## src/rtl/wide_add_sequencer.sv

```systemverilog
// Byte-serial sequencer that drives an external 8-bit adder to add or subtract
// NBYTES-wide operands, least-significant byte first, with a registered carry.
module wide_add_sequencer #(
   parameter int NBYTES = 4
) (
   input  logic                i_clk,
   input  logic                i_rst,
   input  logic                i_req_valid,
   output logic                o_req_ready,
   input  logic [8*NBYTES-1:0] i_req_a,
   input  logic [8*NBYTES-1:0] i_req_b,
   input  logic                i_req_sub,
   output logic                o_rsp_valid,
   input  logic                i_rsp_ready,
   output logic [8*NBYTES-1:0] o_rsp_sum,
   output logic                o_rsp_cout,
   output logic                o_rsp_ovf,
   output logic [7:0]          o_add_x,
   output logic [7:0]          o_add_y,
   output logic                o_add_c0,
   input  logic [7:0]          i_add_s,
   input  logic                i_add_c8
);

   localparam int W  = 8 * NBYTES;
   localparam int IW = (NBYTES > 1) ? $clog2(NBYTES) : 1;

   localparam logic [1:0] S_IDLE = 2'd0;
   localparam logic [1:0] S_RUN  = 2'd1;
   localparam logic [1:0] S_DONE = 2'd2;

   localparam logic [IW-1:0] LAST_IDX = IW'(NBYTES - 1);

   logic [1:0]    r_state;
   logic [W-1:0]  r_op_a;
   logic [W-1:0]  r_op_b;
   logic [IW-1:0] r_idx;
   logic          r_carry;
   logic [W-1:0]  r_sum;
   logic          r_cout;
   logic          r_ovf;

   logic [IW+2:0] w_bit;
   logic [7:0]    w_x;
   logic [7:0]    w_y;
   logic          w_c0;
   logic          w_run;

   assign w_run = (r_state == S_RUN);
   assign w_bit = {r_idx, 3'b000};

   // NOTE: every output of this block gets a default before the branch, so no latch is inferred.
   always_comb begin
      w_x  = 8'h00;
      w_y  = 8'h00;
      w_c0 = 1'b0;
      if (w_run) begin
         w_x  = r_op_a[w_bit +: 8];
         w_y  = r_op_b[w_bit +: 8];
         w_c0 = r_carry;
      end
   end

   // NOTE: state registers use non-blocking assignments so every update sees pre-edge values.
   always_ff @(posedge i_clk) begin
      if (i_rst) begin
         r_state <= S_IDLE;
         r_op_a  <= '0;
         r_op_b  <= '0;
         r_idx   <= '0;
         r_carry <= 1'b0;
         r_sum   <= '0;
         r_cout  <= 1'b0;
         r_ovf   <= 1'b0;
      end else begin
         case (r_state)
            S_IDLE: begin
               if (i_req_valid) begin
                  r_op_a  <= i_req_a;
                  r_op_b  <= i_req_b ^ {W{i_req_sub}};
                  r_idx   <= '0;
                  r_carry <= i_req_sub;
                  r_state <= S_RUN;
               end
            end
            S_RUN: begin
               r_sum[w_bit +: 8] <= i_add_s;
               r_carry           <= i_add_c8;
               if (r_idx == LAST_IDX) begin
                  // Overflow: both adder inputs share a sign that the sum does not.
                  r_cout  <= i_add_c8;
                  r_ovf   <= (w_x[7] ~^ w_y[7]) & (i_add_s[7] ^ w_x[7]);
                  r_state <= S_DONE;
               end else begin
                  r_idx <= r_idx + 1'b1;
               end
            end
            S_DONE: begin
               if (i_rsp_ready) r_state <= S_IDLE;
            end
            default: r_state <= S_IDLE;
         endcase
      end
   end

   assign o_req_ready = (r_state == S_IDLE) & ~i_rst;
   assign o_rsp_valid = (r_state == S_DONE);
   assign o_rsp_sum   = r_sum;
   assign o_rsp_cout  = r_cout;
   assign o_rsp_ovf   = r_ovf;
   assign o_add_x     = w_x;
   assign o_add_y     = w_y;
   assign o_add_c0    = w_c0;

endmodule

```

## config.mk

```make
export PLATFORM = sky130hd
export DESIGN_NAME = wide_add_sequencer
export DESIGN_NICKNAME = d
export VERILOG_FILES = /design/src/rtl/wide_add_sequencer.sv
export SDC_FILE = /design/constraint.sdc
export NUM_CORES = 1
export LEC_CHECK = 0
export BUFFER_PORTS_ARGS = -buffer_cell sky130_fd_sc_hd__buf_2
export CAP_MARGIN = 20
export CORE_ASPECT_RATIO = 1.25
export CORE_MARGIN = 1.5
export CORE_UTILIZATION = 52
export CTS_CLUSTER_SIZE = 28
export DETAILED_ROUTE_END_ITERATION = 10
export PLACE_DENSITY = 0.8
export SETUP_SLACK_MARGIN = 0.1
export SLEW_MARGIN = 30
export SYNTH_ARGS = -nofsm -noshare
export SYNTH_HDL_FRONTEND = slang
export SYNTH_SLANG_ARGS = --single-unit
```

## constraint.sdc

```tcl
create_clock -name i_clk -period 2.78 [get_ports i_clk]
set_input_delay 0.278 -clock i_clk [delete_from_list [all_inputs] [get_ports i_clk]]
set_output_delay 0.278 -clock i_clk [all_outputs]
set_load 0.01 [all_outputs]
```

==> flow_metrics.tcl, run 1 <==
set metrics [dict create \
    outcome "finished clean" \
    total_count_of_hold_check_failures_in_the_final_report 0 \
    power-per-cell-area_mw_per_mm2 565 \
    synth.ff_latch_count 103 \
    clk_latency_ns 0.36 \
    critPathMaxStageDelay_ns 0.63 \
    worstHoldEndpoint "r_op_a[20]" \
    post_cts_hold_buffer_count 0 \
    skew_ns 0.00872 \
    synth_warnings 0 \
    core.rowCount 38 \
    timing.final.ws_setup_ns 0.342 \
    detail_route.iter0.violations 224 \
    tritoncts.num_buffers 9 \
    cp-start-kind "register" \
    numClockSinks 103 \
    clock_tree_from_tritoncts "yes" \
    critPathArrivalTime_ns 2.16 \
    floorplan.die.width_um 87.2 \
    synth_area_per_cell_um2 8.95 \
    antenna_found_initial 0 \
    grt_first_pass_wirelength_um 17400 \
    via_count 4025 \
    max-slew-margin-rel 0.377 \
    die_height_um 108 \
    port-buffer-count 130 \
    final_min_period_over_clock_period 0.877 \
    worst_ir_drop_vdd_mv 0.315 \
    cts_buffer_depth 2 \
    hold_start "i_req_a[20]" \
    dp.final_hpwl_um 7880 \
    number_of_top_level_design_ports 131 \
    clock_root_buffer_master "sky130_fd_sc_hd__clkbuf_8" \
    floorplan.die_area_mm2 0.00944 \
    finalWorstPathRequiredPeriod_ns 2.44 \
    drt-total-wl_um 11000 \
    unrepaired_setup_endpoints_after_global_routing "false" \
    worst_slew_pin_slew_ns 0.934 \
    timing.reg2reg.worst_path_depth 5 \
    worst-setup-path-type "reg -> out" \
    worst_reg2reg_endpoint "o_rsp_sum[20]" \
    synth.top_cells.by_area "sky130_fd_sc_hd__dfxtp_1, sky130_fd_sc_hd__nand2_1, sky130_fd_sc_hd__a21oi_1" \
    antenna_violating_nets_post_route 0 \
    setup.worst_path.end_class "primary output" \
    setup_viol 0 \
    syn-cell-area_mm2 0.00461 \
    htreeDepth 3 \
    yosys.area.top_type "sky130_fd_sc_hd__dfxtp_1" \
    holdCritPathClass "in -> reg" \
    synth.distinct_cells 29 \
    final_net_count 702 \
    clk_pin_slew_ns 0.11 \
    drv.max_cap_violation_count 0 \
    cpMaxStageDelayCell "sky130_fd_sc_hd__dfxtp_1" \
    regToRegStartpoint "r_idx[0]" \
    pre_cts_ws_ns 0.534 \
    vias_per_cell 5.41 \
    holdPathStages 3 \
    postSynthCellCount 515 \
    design.core.area_mm2 0.00865 \
    cts.repair_timing.setup_buffer_count 0 \
    critical_path_buf_inv_count 2 \
    critical-path-top-delay-family "flip-flops" \
    fin_worst_hold_slack_ns 0.138 \
    fin_tns_setup_ns 0 \
    total_leakage_power_nw 2.22 \
    synth_largest_type_area_fraction 0.447 \
    final_max_slew_viol_count 0 \
    detail_route.drc_violations 0 \
    mappedNetlistNets 598 \
    r2r_slack_ns 0.49 \
    num_antenna_cells 0 \
    final_layout_size_suffix_gt1_frac 0.274 \
    synth-seq-area-share 0.447 \
    vias_in_the_first_global_route 3732 \
    path_max_fanout 13 \
    worstPathCellList "buf_4 > mux4_1 > nor2b_1 > buf_2" \
    grt_max_degree 70 \
    p_r_area_growth_vs_syn_pct 20.3 \
    timing.critical_path.required_ns 2.50 \
    groute.usage.overall 0.237 \
    grt-ovfl-total 0 \
    max_freq_mhz 410 \
    detail_route.wl_per_cell_um 14.8 \
    cts_resized 0 \
    detail_route.first_pass.iterations 4 \
    floorplan.initialDensity 0.533 \
    place_congestion 0.902 \
]
-- cells in the mapped netlist --
cell type                    n
sky130_fd_sc_hd__nor3b_1     1
sky130_fd_sc_hd__or3b_1      3
sky130_fd_sc_hd__nor2_1     35
sky130_fd_sc_hd__nand4b_1   12
sky130_fd_sc_hd__nand2_1   100
sky130_fd_sc_hd__a311oi_1    1
sky130_fd_sc_hd__a21oi_1    68
sky130_fd_sc_hd__nor2b_1    17
sky130_fd_sc_hd__dfxtp_1   103
sky130_fd_sc_hd__clkbuf_1   33
sky130_fd_sc_hd__nor4b_2     1
sky130_fd_sc_hd__mux2i_1     1
sky130_fd_sc_hd__xnor2_1    32
sky130_fd_sc_hd__nand3_1    20
sky130_fd_sc_hd__a211oi_1   32
sky130_fd_sc_hd__o211ai_1    2
sky130_fd_sc_hd__mux4_1      3
sky130_fd_sc_hd__nor3b_2     2
sky130_fd_sc_hd__ha_1        5
sky130_fd_sc_hd__mux4_2     13
sky130_fd_sc_hd__and3b_1     5
sky130_fd_sc_hd__nand2b_1    2
sky130_fd_sc_hd__inv_1       4
sky130_fd_sc_hd__or3_1       1
sky130_fd_sc_hd__a311oi_2    1
sky130_fd_sc_hd__buf_2      10
sky130_fd_sc_hd__nand3b_1    5
sky130_fd_sc_hd__buf_6       1
sky130_fd_sc_hd__nor3_1      2
-- worst max path at each step --
stage | endpoint | depth (start not counted) | from | slack (ns)
4_1_cts | o_add_y[3] | 4 | r_idx[0] | 0.33
3_5_place_dp | o_rsp_sum[16] | 5 | r_idx[0] | 0.53
5_1_grt | o_rsp_sum[20] | 5 | r_idx[0] | 0.26
6_report | o_add_y[3] | 4 | r_idx[0] | 0.34
3_3_place_gp | o_rsp_sum[17] | 5 | r_idx[0] | 0.71
2_1_floorplan | o_rsp_sum[16] | 7 | r_idx[1] | 0.69
-- cells by family (layout without fill, tap and decap cells) --
family,Yosys count,in the layout,synth area share
simple gates,206,206,0.217
compound gates,104,104,0.134
flops,103,103,0.447
buf+inv,48,157,0.0434
xor+xnor,32,32,0.0608
mux,17,17,0.0828
fa+ha+maj,5,5,0.0136
-- power breakdown --
group          internal [mW]  switching, mW
combinational          0.209          0.240
sequential              1.55         0.0495
clock                  0.547          0.534
total                   2.31          0.823
-- cell usage in the layout (no fill, tap or decap), types with 4 or more instances in the layout --
| cell type | n |
|---|---|
| sky130_fd_sc_hd__nand3_1 | 20 |
| sky130_fd_sc_hd__nand3b_1 | 5 |
| sky130_fd_sc_hd__buf_2 | 130 |
| sky130_fd_sc_hd__nor2_1 | 35 |
| sky130_fd_sc_hd__nand4b_1 | 12 |
| sky130_fd_sc_hd__ha_1 | 5 |
| sky130_fd_sc_hd__and3b_1 | 5 |
| sky130_fd_sc_hd__mux4_2 | 13 |
| sky130_fd_sc_hd__buf_4 | 5 |
| sky130_fd_sc_hd__nor2b_1 | 17 |
| sky130_fd_sc_hd__xnor2_1 | 32 |
| sky130_fd_sc_hd__clkbuf_8 | 10 |
| sky130_fd_sc_hd__a21oi_1 | 68 |
| sky130_fd_sc_hd__inv_1 | 4 |
| sky130_fd_sc_hd__dfxtp_1 | 103 |
| sky130_fd_sc_hd__nand2_1 | 100 |
| sky130_fd_sc_hd__a211oi_1 | 32 |
-- metal layers --
metal	vias to the layer above	wire length, um	global-route usage
met2	152	5470	0.409
met1	1853	4560	0.287
li1	1987	-	-
met4	0	442	0.122
met3	33	581	0.0321
met5	-	0	0
-- flip-flops by register name (all words and copies together) (netlist names) --
signal / count
r_state: 2
o_rsp_ovf: 1
o_rsp_cout: 1
r_idx: 2
r_op_b: 32
o_rsp_sum: 32
r_op_a: 32
r_carry: 1
-- worst reg2reg max path, stage by stage (launching register included) --
cell                      delay [ns]
sky130_fd_sc_hd__dfxtp_1        0.63
sky130_fd_sc_hd__inv_1          0.17
sky130_fd_sc_hd__ha_1           0.36
sky130_fd_sc_hd__nor4b_2        0.74
sky130_fd_sc_hd__nand3_1        0.16
sky130_fd_sc_hd__a21oi_1        0.17
-- cell type report --
type | instances | area (um^2)
fillers | 767 | 3110
multi-input cells | 364 | 2350
flip-flops and latches | 103 | 2060
repair buffers | 137 | 728
well taps | 120 | 150
clock buffers | 10 | 138
clock inverters | 6 | 97.6
inverters | 4 | 15.0
-- metrics by stage --
stage	instances	utilization	power [mW]	area, um^2
after detailed placement	728	0.613	2.09	5310
after floorplan	515	-	1.93	4610
final	744	0.640	3.13	5540
after global placement	728	0.613	2.07	5310
after CTS	744	0.640	3.15	5540
after global routing	744	0.640	3.26	5540
No activity file was read; power rests on OpenSTA's default activity.
==> run 2: changes to the inputs <==
- BUFFER_PORTS_ARGS: -buffer_cell sky130_fd_sc_hd__buf_2 -> -buffer_cell sky130_fd_sc_hd__buf_4
==> run 2 against run 1 <==
Combinational power rose by 8.7%. Power down 5.8%. Clock skew rose by 0.0090 ns. Setup slack improved by 0.00081 ns. Largest cell class unchanged. Global-route usage grew 0.84 points. Hold slack gained 0.020 ns. Utilization up 3.1 points. Maximum frequency is essentially flat. Register-to-register slack gained 0.07 ns.
==> flow_metrics.tcl, run 2 (synthesized netlist as in run 1, its figures left out) <==
set metrics [dict create \
    outcome "finished clean" \
    power.net_switching_mw 0.778 \
    worst_slew_pin_slew_ns 0.721 \
    final_max_slew_viol_count 0 \
    worst_path_most_repeated_cell "sky130_fd_sc_hd__buf_4" \
    design.core.area_mm2 0.00865 \
    worst_reg2reg_endpoint "o_rsp_sum[20]" \
    drv.max_cap_violation_count 0 \
    layout_common_cells "sky130_fd_sc_hd__buf_4, sky130_fd_sc_hd__dfxtp_1, sky130_fd_sc_hd__nand2_1, sky130_fd_sc_hd__a21oi_1, sky130_fd_sc_hd__nor2_1" \
    worstPathCellList "buf_4 > mux4_1 > nor2b_1 > buf_4" \
    place_congestion 0.906 \
    grt_max_degree 74 \
    cell_internal_pwr_mw 2.17 \
    r2r_slack_ns 0.56 \
    final_layout_size_suffix_gt1_frac 0.274 \
    floorplan.initialDensity 0.533 \
    setup.worst_path.end_class "primary output" \
    final_min_period_over_clock_period 0.877 \
    finalInstanceArea_mm2 0.00581 \
    num-fill-cells 738 \
    vias_per_cell 5.39 \
    power-per-cell-area_mw_per_mm2 508 \
    setup_viol 0 \
    max-slew-margin-rel 0.519 \
    comb_power_share 0.165 \
    cpMaxStageDelayCell "sky130_fd_sc_hd__dfxtp_1" \
    path_max_fanout 13 \
    area_occupied_by_multi_input_gates_mm2 0.00235 \
    regToRegStartpoint "r_idx[0]" \
    critical-path-top-delay-family "flip-flops" \
    antenna_found_initial 0 \
    cp-start-kind "register" \
    clock_power_share 0.291 \
    die_height_um 108 \
    p_r_area_growth_vs_syn_pct 26.1 \
    worst-setup-path-type "reg -> out" \
    final_net_count 704 \
    most_frequent_standard_cell_in_the_layout_excluding_fill_and_tap_cells "sky130_fd_sc_hd__buf_4" \
    tritoncts.num_buffers 9 \
    drt-total-wl_um 11600 \
    grt-ovfl-total 0 \
    detail_route.first_pass.iterations 4 \
    switching_share 0.264 \
    holdPathStages 3 \
    cts_buffer_depth 2 \
    worst_ir_drop_vdd_mv 0.316 \
    total_leakage_power_nw 2.25 \
    clk_latency_ns 0.37 \
    clock_root_buffer_master "sky130_fd_sc_hd__clkbuf_8" \
    number_of_top_level_design_ports 131 \
    floorplan.die.width_um 87.2 \
    unrepaired_setup_endpoints_after_global_routing "false" \
    finalWorstPathRequiredPeriod_ns 2.44 \
    hold_start "i_req_a[12]" \
    floorplan.die_area_mm2 0.00944 \
    numClockSinks 103 \
    groute.usage.overall 0.246 \
    htreeDepth 3 \
    detail_route.drc_violations 0 \
    p_seq_frac 0.544 \
    post_dp_cell_area_mm2 0.00563 \
    cts.repair_timing.setup_buffer_count 0 \
    vias_in_the_first_global_route 3856 \
    fin_tns_setup_ns 0 \
    post_cts_hold_buffer_count 0 \
    antenna_violating_nets_post_route 0 \
    critical_path_buf_inv_count 2 \
    ff_latch_area_mm2 0.00206 \
    skew_ns 0.0178 \
    holdCritPathClass "in -> reg" \
    dp.final_hpwl_um 8370 \
    clock_tree_from_tritoncts "yes" \
    grt_first_pass_wirelength_um 17800 \
    timing.critical_path.required_ns 2.50 \
    core.rowCount 38 \
    worstHoldEndpoint "r_op_a[12]" \
    port-buffer-count 130 \
    via_count 4015 \
    cts_resized 0 \
    critPathMaxStageDelay_ns 0.64 \
    num_antenna_cells 0 \
    detail_route.wl_per_cell_um 15.5 \
    critPathArrivalTime_ns 2.16 \
    detail_route.iter0.violations 157 \
    max_freq_mhz 410 \
    clk_pin_slew_ns 0.09 \
    timing.reg2reg.worst_path_depth 5 \
    total_count_of_hold_check_failures_in_the_final_report 0 \
]
[run 2: cell types whose count changed in the layout (fill, tap and decap cells not counted)]
cell / before / now
sky130_fd_sc_hd__buf_4: 5 / 138
sky130_fd_sc_hd__buf_2: 130 / 0
sky130_fd_sc_hd__bufinv_16: 2 / 0
sky130_fd_sc_hd__clkbuf_1: 0 / 2
sky130_fd_sc_hd__inv_6: 2 / 0
sky130_fd_sc_hd__buf_12: 2 / 1
sky130_fd_sc_hd__clkbuf_8: 10 / 11
sky130_fd_sc_hd__clkinvlp_4: 0 / 1
sky130_fd_sc_hd__inv_8: 1 / 0
sky130_fd_sc_hd__or3b_1: 3 / 2
sky130_fd_sc_hd__or3b_2: 0 / 1
[run 2: worst max path at each step]
stage / from / to / cells after the start
floorplan: r_idx[1] / o_rsp_sum[16] / 7
global placement: r_idx[0] / o_rsp_sum[16] / 5
detailed placement: r_idx[0] / o_rsp_sum[20] / 5
CTS: r_idx[0] / o_add_y[3] / 4
global route: r_idx[0] / o_add_y[3] / 4
finish: r_idx[0] / o_add_y[3] / 4
[run 2: metal layers]
metal,track usage,part of all wire,vias to the layer above
met5,0,0,-
met4,0.102,0.020,0
met3,0.0435,0.049,19
met2,0.441,0.52,141
met1,0.286,0.41,1872
li1,-,-,1983
[run 2: area by class of cell]
cell class,count,area share
multi-input cells,364,0.405
flip-flops and latches,103,0.355
repair buffers,139,0.182
clock buffers,13,0.0274
well taps,120,0.0258
clock inverters,2,0.00280
inverters,4,0.00258
[run 2: worst register-to-register path, stage by stage, from the launching register on]
cell and delay (ns):
sky130_fd_sc_hd__dfxtp_1 0.64, sky130_fd_sc_hd__inv_1 0.17, sky130_fd_sc_hd__ha_1 0.37, sky130_fd_sc_hd__nor4b_2 0.64, sky130_fd_sc_hd__nand3_1 0.16, sky130_fd_sc_hd__a21oi_1 0.18
[run 2: per-stage QoR]
step / cells / utilization / power, mW / worst slack, ns / hold slack, ns
final: 745 / 0.671 / 2.95 / 0.343 / 0.158
after global placement: 730 / 0.651 / 2.11 / 0.708 / 0.440
after floorplan: 515 / - / 1.93 / 0.692 / 0.414
after global routing: 745 / 0.671 / 3.06 / 0.260 / 0.152
after CTS: 745 / 0.671 / 2.96 / 0.355 / 0.148
after detailed placement: 730 / 0.651 / 2.13 / 0.602 / 0.446
[run 2: power by group through the flow]
stage               Combinational [mW]  Sequential, mW  Clock, mW
global placement                 0.475            1.63          0
floorplan                        0.311            1.62          0
finish                           0.488            1.60      0.859
detailed placement               0.487            1.64          0
global route                     0.532            1.61      0.917
CTS                              0.490            1.60      0.866
